===== config.mk =====
export PLATFORM = sky130hd
export DESIGN_NAME = stack_sequencer
export DESIGN_NICKNAME = d
export VERILOG_FILES = /design/src/rtl/stack_sequencer_pkg.sv /design/src/rtl/sp_register.sv /design/src/rtl/stack_sequencer.sv
export SDC_FILE = /design/constraint.sdc
export NUM_CORES = 1
export LEC_CHECK = 0
export ABC_AREA = 0
export BUFFER_PORTS_ARGS = -buffer_cell sky130_fd_sc_hd__buf_2
export CAP_MARGIN = 20
export CELL_PAD_IN_SITES_DETAIL_PLACEMENT = 0
export CELL_PAD_IN_SITES_GLOBAL_PLACEMENT = 1
export CORE_MARGIN = 2
export CORE_UTILIZATION = 35
export CTS_BUF_LIST = sky130_fd_sc_hd__clkbuf_8
export DETAILED_ROUTE_END_ITERATION = 8
export PLACE_DENSITY_LB_ADDON = 0.1
export SYNTH_ARGS = -nofsm -noshare
export SYNTH_HDL_FRONTEND = slang
export SYNTH_SLANG_ARGS = --single-unit

===== constraint.sdc =====
create_clock -name clk -period 3.9 [get_ports clk]
set_clock_uncertainty 0.05 [all_clocks]
set_input_delay 0.39 -clock clk [delete_from_list [all_inputs] [get_ports clk]]
set_output_delay 0.39 -clock clk [all_outputs]
set_load 0.02 [all_outputs]

===== src/rtl/stack_sequencer_pkg.sv =====
// Shared definitions for the stack sequencer: op codes, FSM states, word width.
// Latency: n/a (package only).
// Backpressure: n/a (package only).
package stack_sequencer_pkg;

  localparam int WORD_W = 16;

  localparam logic [1:0] OP_PUSH = 2'b00;
  localparam logic [1:0] OP_POP  = 2'b01;
  localparam logic [1:0] OP_CALL = 2'b10;
  localparam logic [1:0] OP_RET  = 2'b11;

  typedef enum logic [3:0] {
    S_IDLE  = 4'd0,
    S_CHECK = 4'd1,
    S_DEC   = 4'd2,
    S_WRITE = 4'd3,
    S_READ  = 4'd4,
    S_WAIT  = 4'd5,
    S_XFER  = 4'd6,
    S_INC   = 4'd7,
    S_DONE  = 4'd8
  } state_t;

  // PUSH and CALL both write to the stack; they share op[0] == 0.
  function automatic logic is_push_like(input logic [1:0] op);
    return (op == OP_PUSH) || (op == OP_CALL);
  endfunction

endpackage


===== src/rtl/sp_register.sv =====
// Stack pointer register with pre-decrement/post-increment and full/empty compare.
// Latency: inc/dec take effect on the next clk edge; empty/full follow sp combinationally.
// Backpressure: none; the sequencer never asks for inc and dec together.
// Ports: clk, rst (sync, active-high), inc, dec -> sp, empty, full.
module sp_register import stack_sequencer_pkg::*; #(
  parameter logic [WORD_W-1:0] SP_RESET    = 16'hFFFF,
  parameter logic [WORD_W-1:0] STACK_LIMIT = 16'hFF00
) (
  input  logic              clk,
  input  logic              rst,
  input  logic              inc,
  input  logic              dec,
  output logic [WORD_W-1:0] sp,
  output logic              empty,
  output logic              full
);

  always_ff @(posedge clk) begin
    if (rst) begin
      sp <= SP_RESET;
    end else if (dec) begin
      sp <= sp - WORD_W'(1);
    end else if (inc) begin
      sp <= sp + WORD_W'(1);
    end
  end

  assign empty = (sp == SP_RESET);
  assign full  = (sp == STACK_LIMIT);

endmodule


===== src/rtl/stack_sequencer.sv =====
// Sequences bus, RAM and register-file strobes for PUSH/POP/CALL/RET using a private SP.
// Latency: start->done 4 (PUSH/CALL), READ_LATENCY+4 (POP/RET), 2 when rejected on full/empty.
// Backpressure: busy holds from the cycle after an accepted start through done; start is ignored outside IDLE.
// Ports: clk, rst, start/op/reg_sel request; busy/done/err status; rout/rin/pc_out_ctrl/pcin
//        bus strobes; ram_addr_sel/wren/ram_out_ctrl RAM strobes; sp_addr/empty/full stack state.
module stack_sequencer import stack_sequencer_pkg::*; #(
  parameter logic [WORD_W-1:0] SP_RESET     = 16'hFFFF,
  parameter logic [WORD_W-1:0] STACK_LIMIT  = 16'hFF00,
  parameter int                READ_LATENCY = 1
) (
  input  logic              clk,
  input  logic              rst,
  input  logic              start,
  input  logic [1:0]        op,
  input  logic [2:0]        reg_sel,
  output logic              busy,
  output logic              done,
  output logic              err,
  output logic [7:0]        rout,
  output logic [7:0]        rin,
  output logic              pc_out_ctrl,
  output logic              pcin,
  output logic              ram_addr_sel,
  output logic              wren,
  output logic              ram_out_ctrl,
  output logic [WORD_W-1:0] sp_addr,
  output logic              empty,
  output logic              full
);

  // WAIT lasts READ_LATENCY-1 cycles; the counter is loaded with one less than that.
  localparam int         WAIT_INIT_I = (READ_LATENCY > 1) ? READ_LATENCY - 2 : 0;
  localparam logic [1:0] WAIT_INIT   = WAIT_INIT_I[1:0];

  state_t     state;
  logic [1:0] op_q;
  logic [2:0] reg_sel_q;
  logic [1:0] wait_cnt;
  logic       sp_inc;
  logic       sp_dec;

  assign sp_dec = (state == S_DEC);
  assign sp_inc = (state == S_INC);

  sp_register #(
    .SP_RESET    (SP_RESET),
    .STACK_LIMIT (STACK_LIMIT)
  ) u_sp (
    .clk   (clk),
    .rst   (rst),
    .inc   (sp_inc),
    .dec   (sp_dec),
    .sp    (sp_addr),
    .empty (empty),
    .full  (full)
  );

  function automatic logic [7:0] onehot(input logic [2:0] idx);
    return 8'b1 << idx;
  endfunction

  // Outputs are registered: each transition also loads the strobes of the state being entered.
  always_ff @(posedge clk) begin
    if (rst) begin
      state        <= S_IDLE;
      op_q         <= OP_PUSH;
      reg_sel_q    <= '0;
      wait_cnt     <= '0;
      busy         <= 1'b0;
      done         <= 1'b0;
      err          <= 1'b0;
      rout         <= '0;
      rin          <= '0;
      pc_out_ctrl  <= 1'b0;
      pcin         <= 1'b0;
      ram_addr_sel <= 1'b0;
      wren         <= 1'b0;
      ram_out_ctrl <= 1'b0;
    end else begin
      done         <= 1'b0;
      err          <= 1'b0;
      rout         <= '0;
      rin          <= '0;
      pc_out_ctrl  <= 1'b0;
      pcin         <= 1'b0;
      ram_addr_sel <= 1'b0;
      wren         <= 1'b0;
      ram_out_ctrl <= 1'b0;
      case (state)
        S_IDLE: begin
          if (start) begin
            op_q      <= op;
            reg_sel_q <= reg_sel;
            busy      <= 1'b1;
            state     <= S_CHECK;
          end
        end
        S_CHECK: begin
          if (is_push_like(op_q) ? full : empty) begin
            state <= S_DONE;
            done  <= 1'b1;
            err   <= 1'b1;
          end else if (is_push_like(op_q)) begin
            state <= S_DEC;
          end else begin
            state        <= S_READ;
            ram_addr_sel <= 1'b1;
          end
        end
        S_DEC: begin
          state        <= S_WRITE;
          ram_addr_sel <= 1'b1;
          wren         <= 1'b1;
          if (op_q == OP_CALL) pc_out_ctrl <= 1'b1;
          else                 rout        <= onehot(reg_sel_q);
        end
        S_WRITE: begin
          state <= S_DONE;
          done  <= 1'b1;
        end
        S_READ, S_WAIT: begin
          ram_addr_sel <= 1'b1;
          if (state == S_READ && READ_LATENCY > 1) begin
            state    <= S_WAIT;
            wait_cnt <= WAIT_INIT;
          end else if (state == S_WAIT && wait_cnt != 2'd0) begin
            wait_cnt <= wait_cnt - 2'd1;
          end else begin
            state        <= S_XFER;
            ram_out_ctrl <= 1'b1;
            if (op_q == OP_RET) pcin <= 1'b1;
            else                rin  <= onehot(reg_sel_q);
          end
        end
        S_XFER: begin
          state <= S_INC;
        end
        S_INC: begin
          state <= S_DONE;
          done  <= 1'b1;
        end
        S_DONE: begin
          state <= S_IDLE;
          busy  <= 1'b0;
        end
        default: begin
          state <= S_IDLE;
          busy  <= 1'b0;
        end
      endcase
    end
  end

endmodule


; Yosys cells after proc, flatten, opt, wreduce, memory -nomap -nowiden
; Index checks and enable logic that the tools add are counted.
; Widths: inputs -> output; s select.
[totals]
regBits = 51
elab_cells = 75
output_inout_bits = 42
inputBits = 8
[op_classes]
n_bitwise = 4
n_shift = 1
mux = 19
addsub = 3
n_eq_ne = 13
n_reduce_logical = 20
[op_table]
columns = cell, count
row1 = $eq 16x16->1 const B, 2
row2 = $mux 16, 2
row3 = $pmux 4 s6, 1
row4 = $add 16x1->16 const B, 1
row5 = $eq 4x3->1 const B, 4
row6 = $sub 16x1->16 const B, 1
row7 = $mux 4, 3
row8 = $reduce_or 2->1, 5
row9 = $mux 1, 9
row10 = $reduce_or 3->1, 3
row11 = $eq 4x2->1 const B, 2
row12 = $reduce_and 2->1, 4
row13 = $shl 1x3->8 const A, 1
row14 = $reduce_or 7->1, 1
row15 = $pmux 1 s2, 3
row16 = $eq 2x2->1 const B, 2
row17 = $eq 4x1->1 const B, 1
row18 = $logic_not 4->1, 1
row19 = $ne 2x2->1 const B, 2
row20 = $not 1->1, 4
row21 = $reduce_bool 2->1, 2
row22 = $reduce_or 4->1, 1
row23 = $mux 3, 1
row24 = $logic_not 2->1, 1
row25 = 3 further kinds, 3

; Longest topological paths before layout
; Gate-level depths: netlist (run 1).
[depth]
ltp_word = 5
ltp_mapped = 12
mapped_depth_nobuf = 8

; Hierarchy
; From an unflattened synthesis (run 1), not the netlist that was laid out.
[unflattened]
hier_cells = 283
hier_area_um2 = 2667.6
[modules_own_cells]
columns = mod, instances, cells_per_inst, area_per_inst_um2, seq_area_each_um2
row1 = stack_sequencer, 1, 132, 1405.1, 700.7
row2 = sp_register, 1, 151, 1262.5, 320.3

; Worst setup path before layout (run 1)
; Ideal clock, no wire load.
[synth_path]
path_type = reg2reg
from = register state[3]
to = register u_sp.sp[14]
stages_incl_launch_ff = 12
setup_ns = 0.115
slack_ns = 1.026
arrival_ns = 2.709
required_ns = 3.735
n_path_buf = 3
period_less_slack_ns = 2.874
path_cell_list = dfxtp_1 > buf_6 > or4b_4 > buf_6 > buf_2 > xnor2_1 > ha_1 > nand4_1 > or4_1 > a221oi_2 > a21boi_1 > nor2_1
[synth_between]
elab_chain_len = 2
[synth_lines]
columns = item, line_no
row1 = start: declaration, stack_sequencer.sv:35  ; state_t state;
row2 = start signal: assignment, stack_sequencer.sv:65  ; state <= S_IDLE;
row3 = start signal: assignment, stack_sequencer.sv:95  ; state <= S_CHECK;
row4 = start signal: assignment, stack_sequencer.sv:100  ; state <= S_DONE;
row5 = $eq 4x2->1 / $eq 4x3->1 (equally long branches), "stack_sequencer.sv:42, stack_sequencer.sv:43"
row6 = $mux 16 / $reduce_bool 2->1 (equally long branches), --
row7 = end signal: assignment, sp_register.sv:22  ; sp <= sp - WORD_W'(1);
row8 = end signal: assignment, sp_register.sv:24  ; sp <= sp + WORD_W'(1);
row9 = end: declaration, sp_register.sv:13  ; output logic [WORD_W-1:0] sp,
; Parallel ways exist; a longest one is shown, timed or not.
; A chain may end at the register's enable or synchronous reset.

; Final worst setup path (run 1)
[layout_path]
from = register state[1]
to = register u_sp.sp[14]
; The elaborated chain is that of the path after synthesis.

==> results.cfg, run 1 <==
[status]
status = completed

[floorplan]
die_w_um = 87.1
rows = 30
die_h_um = 87.1
die_area_mm2 = 0.00758
io_pins = 50
core_area_mm2 = 0.00672
initial_core_util_pct = 36.0

[synthesis]
yosys_warnings = 0
synth_top_family_by_area = simple AND/OR/NAND/NOR gates
yosys_register_bits = 51
synth.area.mux_share_pct = 3.31
synth_edf_count = 0
synthCells = 290
synth_top_area_share_pct = 42.3
ys_async_sr_fraction_pct = 0
synth_compound_gate_area_share_pct = 10.3
syn-cell-area_mm2 = 0.00242
synthAdderAreaFrac_pct = 1.04
synth_flop_cell = dfxtp_1
synth_xor_xnor_area_share_pct = 3.99
seq_area_frac_synth_pct = 42.3
ys_top_cells_by_area = dfxtp_1, nor2_1, nand2_1, or3_1, mux2i_1
synth_simple_gate_area_share_pct = 34.3
yosysTopAreaCell = dfxtp_1
synth_cell_types = 47
synth.net_count = 300
syn_area_per_cell_um2 = 8.33

[global_routing]
grt_pass1_wl_um = 9740
antenna_found_initial = 0
grt-ovfl-total = 0
grt_use_total_pct = 16.2
grt_pass1_vias = 1944
grt_start_max_net_pins = 29

[route]
vias = 2121
viasPerCell = 5.17
drt-total-wl_um = 5880
drc = 0
ant_nets = 0
drtIter0Drc = 154
post_drt_wl_per_cell_um = 14.3
drt_pre_antenna_iters = 4

[layout]
drive_gt1_share_pct = 19.7
finish.instance_area_mm2 = 0.00278
final_nets = 339
fin_cells = 410
syn_to_final_growth_pct = 14.9
n_antenna_cell = 0

[place]
gp_congestion = 0.782
portBuffers = 49
dp_cells = 402
dp_hpwl_um = 4310
dpl-instance-area_mm2 = 0.00268

[clock_network]
cts_setup_buffers = 0
numCtsBuffers = 5
cts-htree-levels = 2
insertion_delay_ns = 0.31
cts_tree = built
cts.sinks = 51
clk_path_buf_depth = 2
cts_resized = 0
cts_hold_buf = 0
clk_pin_slew_worst_paths_ns = 0.10
cts_root_buf = clkbuf_8

[power_and_ir_drop]
p_seq_share_pct = 46.4
internal_power_uw = 838
ir_worst_vdd_uv = 224
p_comb_share_pct = 28.9
pwr-share-clk_pct = 24.8
swShare_pct = 36.6
p_per_area_mw_per_mm2 = 476
power.total_mw = 1.32
power.net_switching_uw = 483
p_leak_nw = 1.15

[worst_setup_path]
cp_max_fo = 21
worst_setup_path_end_kind = register
startpoint_type = register
arrival_ns = 3.17
critPathRequiredTime_ns = 4.06
crit_type = reg2reg

[timing]
drv_slew = 0
relSlewSlack_pct = 50.9
worst_pin_slew_ns = 0.730
fin_crit_sh_pct = 77.1
fmax_ghz = 0.333
setup_viol = 0
period_needed_ns = 3.01
hold_viol = 0
tns_ns = 0
rsz0062_at_grt = false

[flow_run]
maxCapViolCount = 0

[min_path]
hp-class = in2reg
## cells by family after synthesis
family,after synthesis
adders and majority gates,2
xor gates and xnor gates,11
buffers and inverters,25
and+or+nand+nor,155
DFF,51
AOI/OAI and AO/OA,38
muxes,8
## stage by stage
step           setup slack, ns  util [%]  hold slack [ns]
2_1_floorplan             1.03         -            0.428
4_1_cts                  0.921      41.3            0.261
5_1_grt                  0.688      41.3            0.271
6_report                 0.893      41.3            0.262
3_3_place_gp             0.994      39.9            0.438
3_5_place_dp             0.937      39.9            0.449
## power by group through the flow
| stage | clock, mW | combinational [mW] | sequential, mW |
|---|---|---|---|
| global route | 0.355 | 0.423 | 0.622 |
| global placement | 0 | 0.380 | 0.624 |
| finish | 0.327 | 0.381 | 0.613 |
| detailed placement | 0 | 0.380 | 0.625 |
| floorplan | 0 | 0.280 | 0.623 |
| CTS | 0.338 | 0.382 | 0.612 |
## state kept, by name, indices dropped and copies added, names as in the netlist, 2 cells and up
signal,cells
u_sp.sp,16
rout,8
rin,8
op_q,2
state,4
wait_cnt,2
reg_sel_q,3
## final timing paths
kind,end,from,cells past startpoint,slack (ns)
max,u_sp.sp[14],state[1],8,0.89
min,reg_sel_q[0],reg_sel[0],3,0.26
max reg2reg,u_sp.sp[14],state[1],8,0.89
min reg2reg,wait_cnt[1],wait_cnt[1],2,0.46
## metal layers
layer | vias to the layer above | wire [µm] | track usage (%)
met4 | 0 | 32 | 3.41
li1 | 1100 | - | -
met1 | 978 | 3010 | 23.4
met2 | 41 | 2640 | 25.1
met3 | 2 | 203 | 3.03
met5 | - | 0 | 0
## cell usage in the layout, fill, tap and decap left out, types with 8 or more instances in the layout
master,count
dfxtp_1,51
buf_2,49
nor2_1,40
nand2_1,27
or3_1,15
nor3_1,12
nor4_1,11
nand3_1,9
o21ai_0,9
a21oi_1,9
xnor2_1,8
nor2b_1,8
mux2i_1,8
## final cells by class
class,instances,area [µm²]
flip-flops and latches,51,1020
inverters,7,26.3
well taps,80,100
clock inverters,3,28.8
repair buffers,50,253
fillers,716,3940
clock buffers,5,68.8
multi-input cells,214,1280
## critical path, stage by stage (launching register included)
cell and delay [ns]:
dfxtp_1 0.54, or4b_4 0.66, xnor2_1 0.19, ha_1 0.24, nand4_1 0.12, or4_1 0.54
a221oi_2 0.33, a21boi_1 0.20, nor2_1 0.05
## synth_stat cells (2+ instances only)
master and n:
mux2i_1 8, nor3_1 12, xnor2_1 8, clkbuf_1 12, nand2_1 27, nand3_1 9, nor2b_1 8, o21a_1 3
or4_1 4, and3_1 4, nand2b_1 5, nand3b_1 3, a31oi_1 5, inv_1 7, o21ai_0 9, a22oi_1 2
ha_1 2, a211oi_1 2, buf_1 2, and4b_1 2, nor2_1 40, nand4_1 3, and4_1 3, or3_1 15
buf_6 3, nor4_1 11, dfxtp_1 51, xor2_1 3, a21oi_1 9
(Power assumes the default switching activity.)
==> inputs of run 2 (changes only) <==
clock period = 2.97 ns   (was 3.9 ns; I/O delays follow)
==> run 2 against run 1 <==
- via count is 0.85% higher
- largest cell class unchanged
- critical endpoint unchanged
- wire length grew 2.1%
- non-clock buffer count is 4 higher
- utilization increased by 0.45 points
==> results.cfg, run 2 (synthesis results as in run 1) <==
[status]
status = completed

[global_routing]
grt_start_max_net_pins = 29
antenna_found_initial = 0
grt_pass1_vias = 2002
grt_pass1_wl_um = 10100
grt_use_total_pct = 16.7
grt-ovfl-total = 0

[route]
viasPerCell = 5.17
drc = 0
drt-total-wl_um = 6000
vias = 2139
ant_nets = 0
drtIter0Drc = 142
post_drt_wl_per_cell_um = 14.5
drt_pre_antenna_iters = 4

[layout]
reg.largest.list = u_sp.sp (16), rin (8), rout (8)
fillers = 689
layout_common_cells = dfxtp_1, buf_2, nor2_1, nand2_1, or3_1
post-route-util_pct = 41.8
regMostFlops = u_sp.sp
n_antenna_cell = 0
final_nets = 343
drive_gt1_share_pct = 20.7
final_common_cell = dfxtp_1
syn_to_final_growth_pct = 16.1
largest_register_ffs = 16

[worst_setup_path]
critPathRequiredTime_ns = 3.13
startpoint_type = register
crit_type = reg2reg
crit_slowest_cell = or4b_4
worst_setup_path_end_kind = register
cp_max_fo = 9
arrival_ns = 2.91
crit_path_max_incr_delay_ns = 0.58
path_cells = or4b_4, xnor2_1, ha_1, nand4_1, or4_1, a221oi_2, a21boi_1, nor2_1
worstRegToRegCells = 8

[floorplan]
rows = 30
die_w_um = 87.1
initial_core_util_pct = 36.0
io_pins = 50
core_area_mm2 = 0.00672
die_h_um = 87.1
die_area_mm2 = 0.00758

[clock_network]
cts_root_buf = clkbuf_8
clk_path_buf_depth = 2
cts.sinks = 51
cts_hold_buf = 0
insertion_delay_ns = 0.30
clk_pin_slew_worst_paths_ns = 0.10
cts_resized = 0
numCtsBuffers = 5
cts-htree-levels = 2
cts_tree = built
cts_setup_buffers = 0

[place]
dp_hpwl_um = 4410
portBuffers = 49
gp_congestion = 0.782

[timing]
fmax_ghz = 0.364
tns_ns = 0
worst_pin_slew_ns = 0.665
setup_viol = 0
fin_crit_sh_pct = 92.5
drv_slew = 0
relSlewSlack_pct = 55.2
period_needed_ns = 2.75
hold_viol = 0
rsz0062_at_grt = false

[flow_run]
maxCapViolCount = 0

[power_and_ir_drop]
p_per_area_mw_per_mm2 = 620
p_leak_nw = 1.17
ir_worst_vdd_uv = 330
power.total_mw = 1.74

[min_path]
worst_hold_path.num_cells = 3
hp-class = in2reg
## run 2: changes by cell type in the layout (fill, tap and decap cells not counted)
cell,before,now
buf_4,1,5
## run 2: power by group
group / total [mW] / internal (mW) / switching [mW]
Sequential: 0.795 / 0.725 / 0.0699
Combinational: 0.521 / 0.208 / 0.313
Clock: 0.424 / 0.175 / 0.249
Total: 1.74 / 1.11 / 0.632
## run 2: cell type report
class                           count  area (µm²)  share of cell area, %
Multi-Input combinational cell    214        1280                   45.5
Inverter                            7        26.3                  0.937
Timing Repair Buffer               54         283                   10.1
Clock inverter                      3        28.8                   1.03
Tap cell                           80         100                   3.57
Clock buffer                        5        68.8                   2.45
Sequential cell                    51        1020                   36.4
## run 2: final timing paths
kind                from            to  slack [ns]
max reg2reg     state[3]   u_sp.sp[14]        0.22
min           reg_sel[0]  reg_sel_q[0]        0.18
max             state[3]   u_sp.sp[14]        0.22
min reg2reg  wait_cnt[1]   wait_cnt[1]        0.45
## run 2: critical path: cells and delay by family, from the launching register on
kind / cells / cell delay [ns]
adder cells (fa/ha/maj): 1 / 0.25
flip-flops: 1 / 0.40
XOR/XNOR: 1 / 0.17
AND/OR/NAND/NOR: 4 / 1.27
AO/OA/AOI/OAI: 2 / 0.51
## run 2: metrics by stage
step / std cells / hold slack, ns / cell area, µm² / worst slack, ns
after floorplan: 290 / 0.394 / 2420 / 0.0959
after global placement: 406 / 0.440 / 2710 / 0.309
after detailed placement: 406 / 0.441 / 2710 / 0.235
after CTS: 414 / 0.169 / 2810 / 0.221
after global routing: 414 / 0.196 / 2810 / 0.0475
final: 414 / 0.177 / 2810 / 0.223
## run 2: per-layer routing
layer | GRT usage (%) | up-vias | routed length (µm)
li1 | - | 1104 | -
met1 | 24.5 | 985 | 3070
met2 | 25.3 | 48 | 2640
met3 | 3.13 | 2 | 253
met4 | 4.12 | 0 | 32
met5 | 0 | - | 0
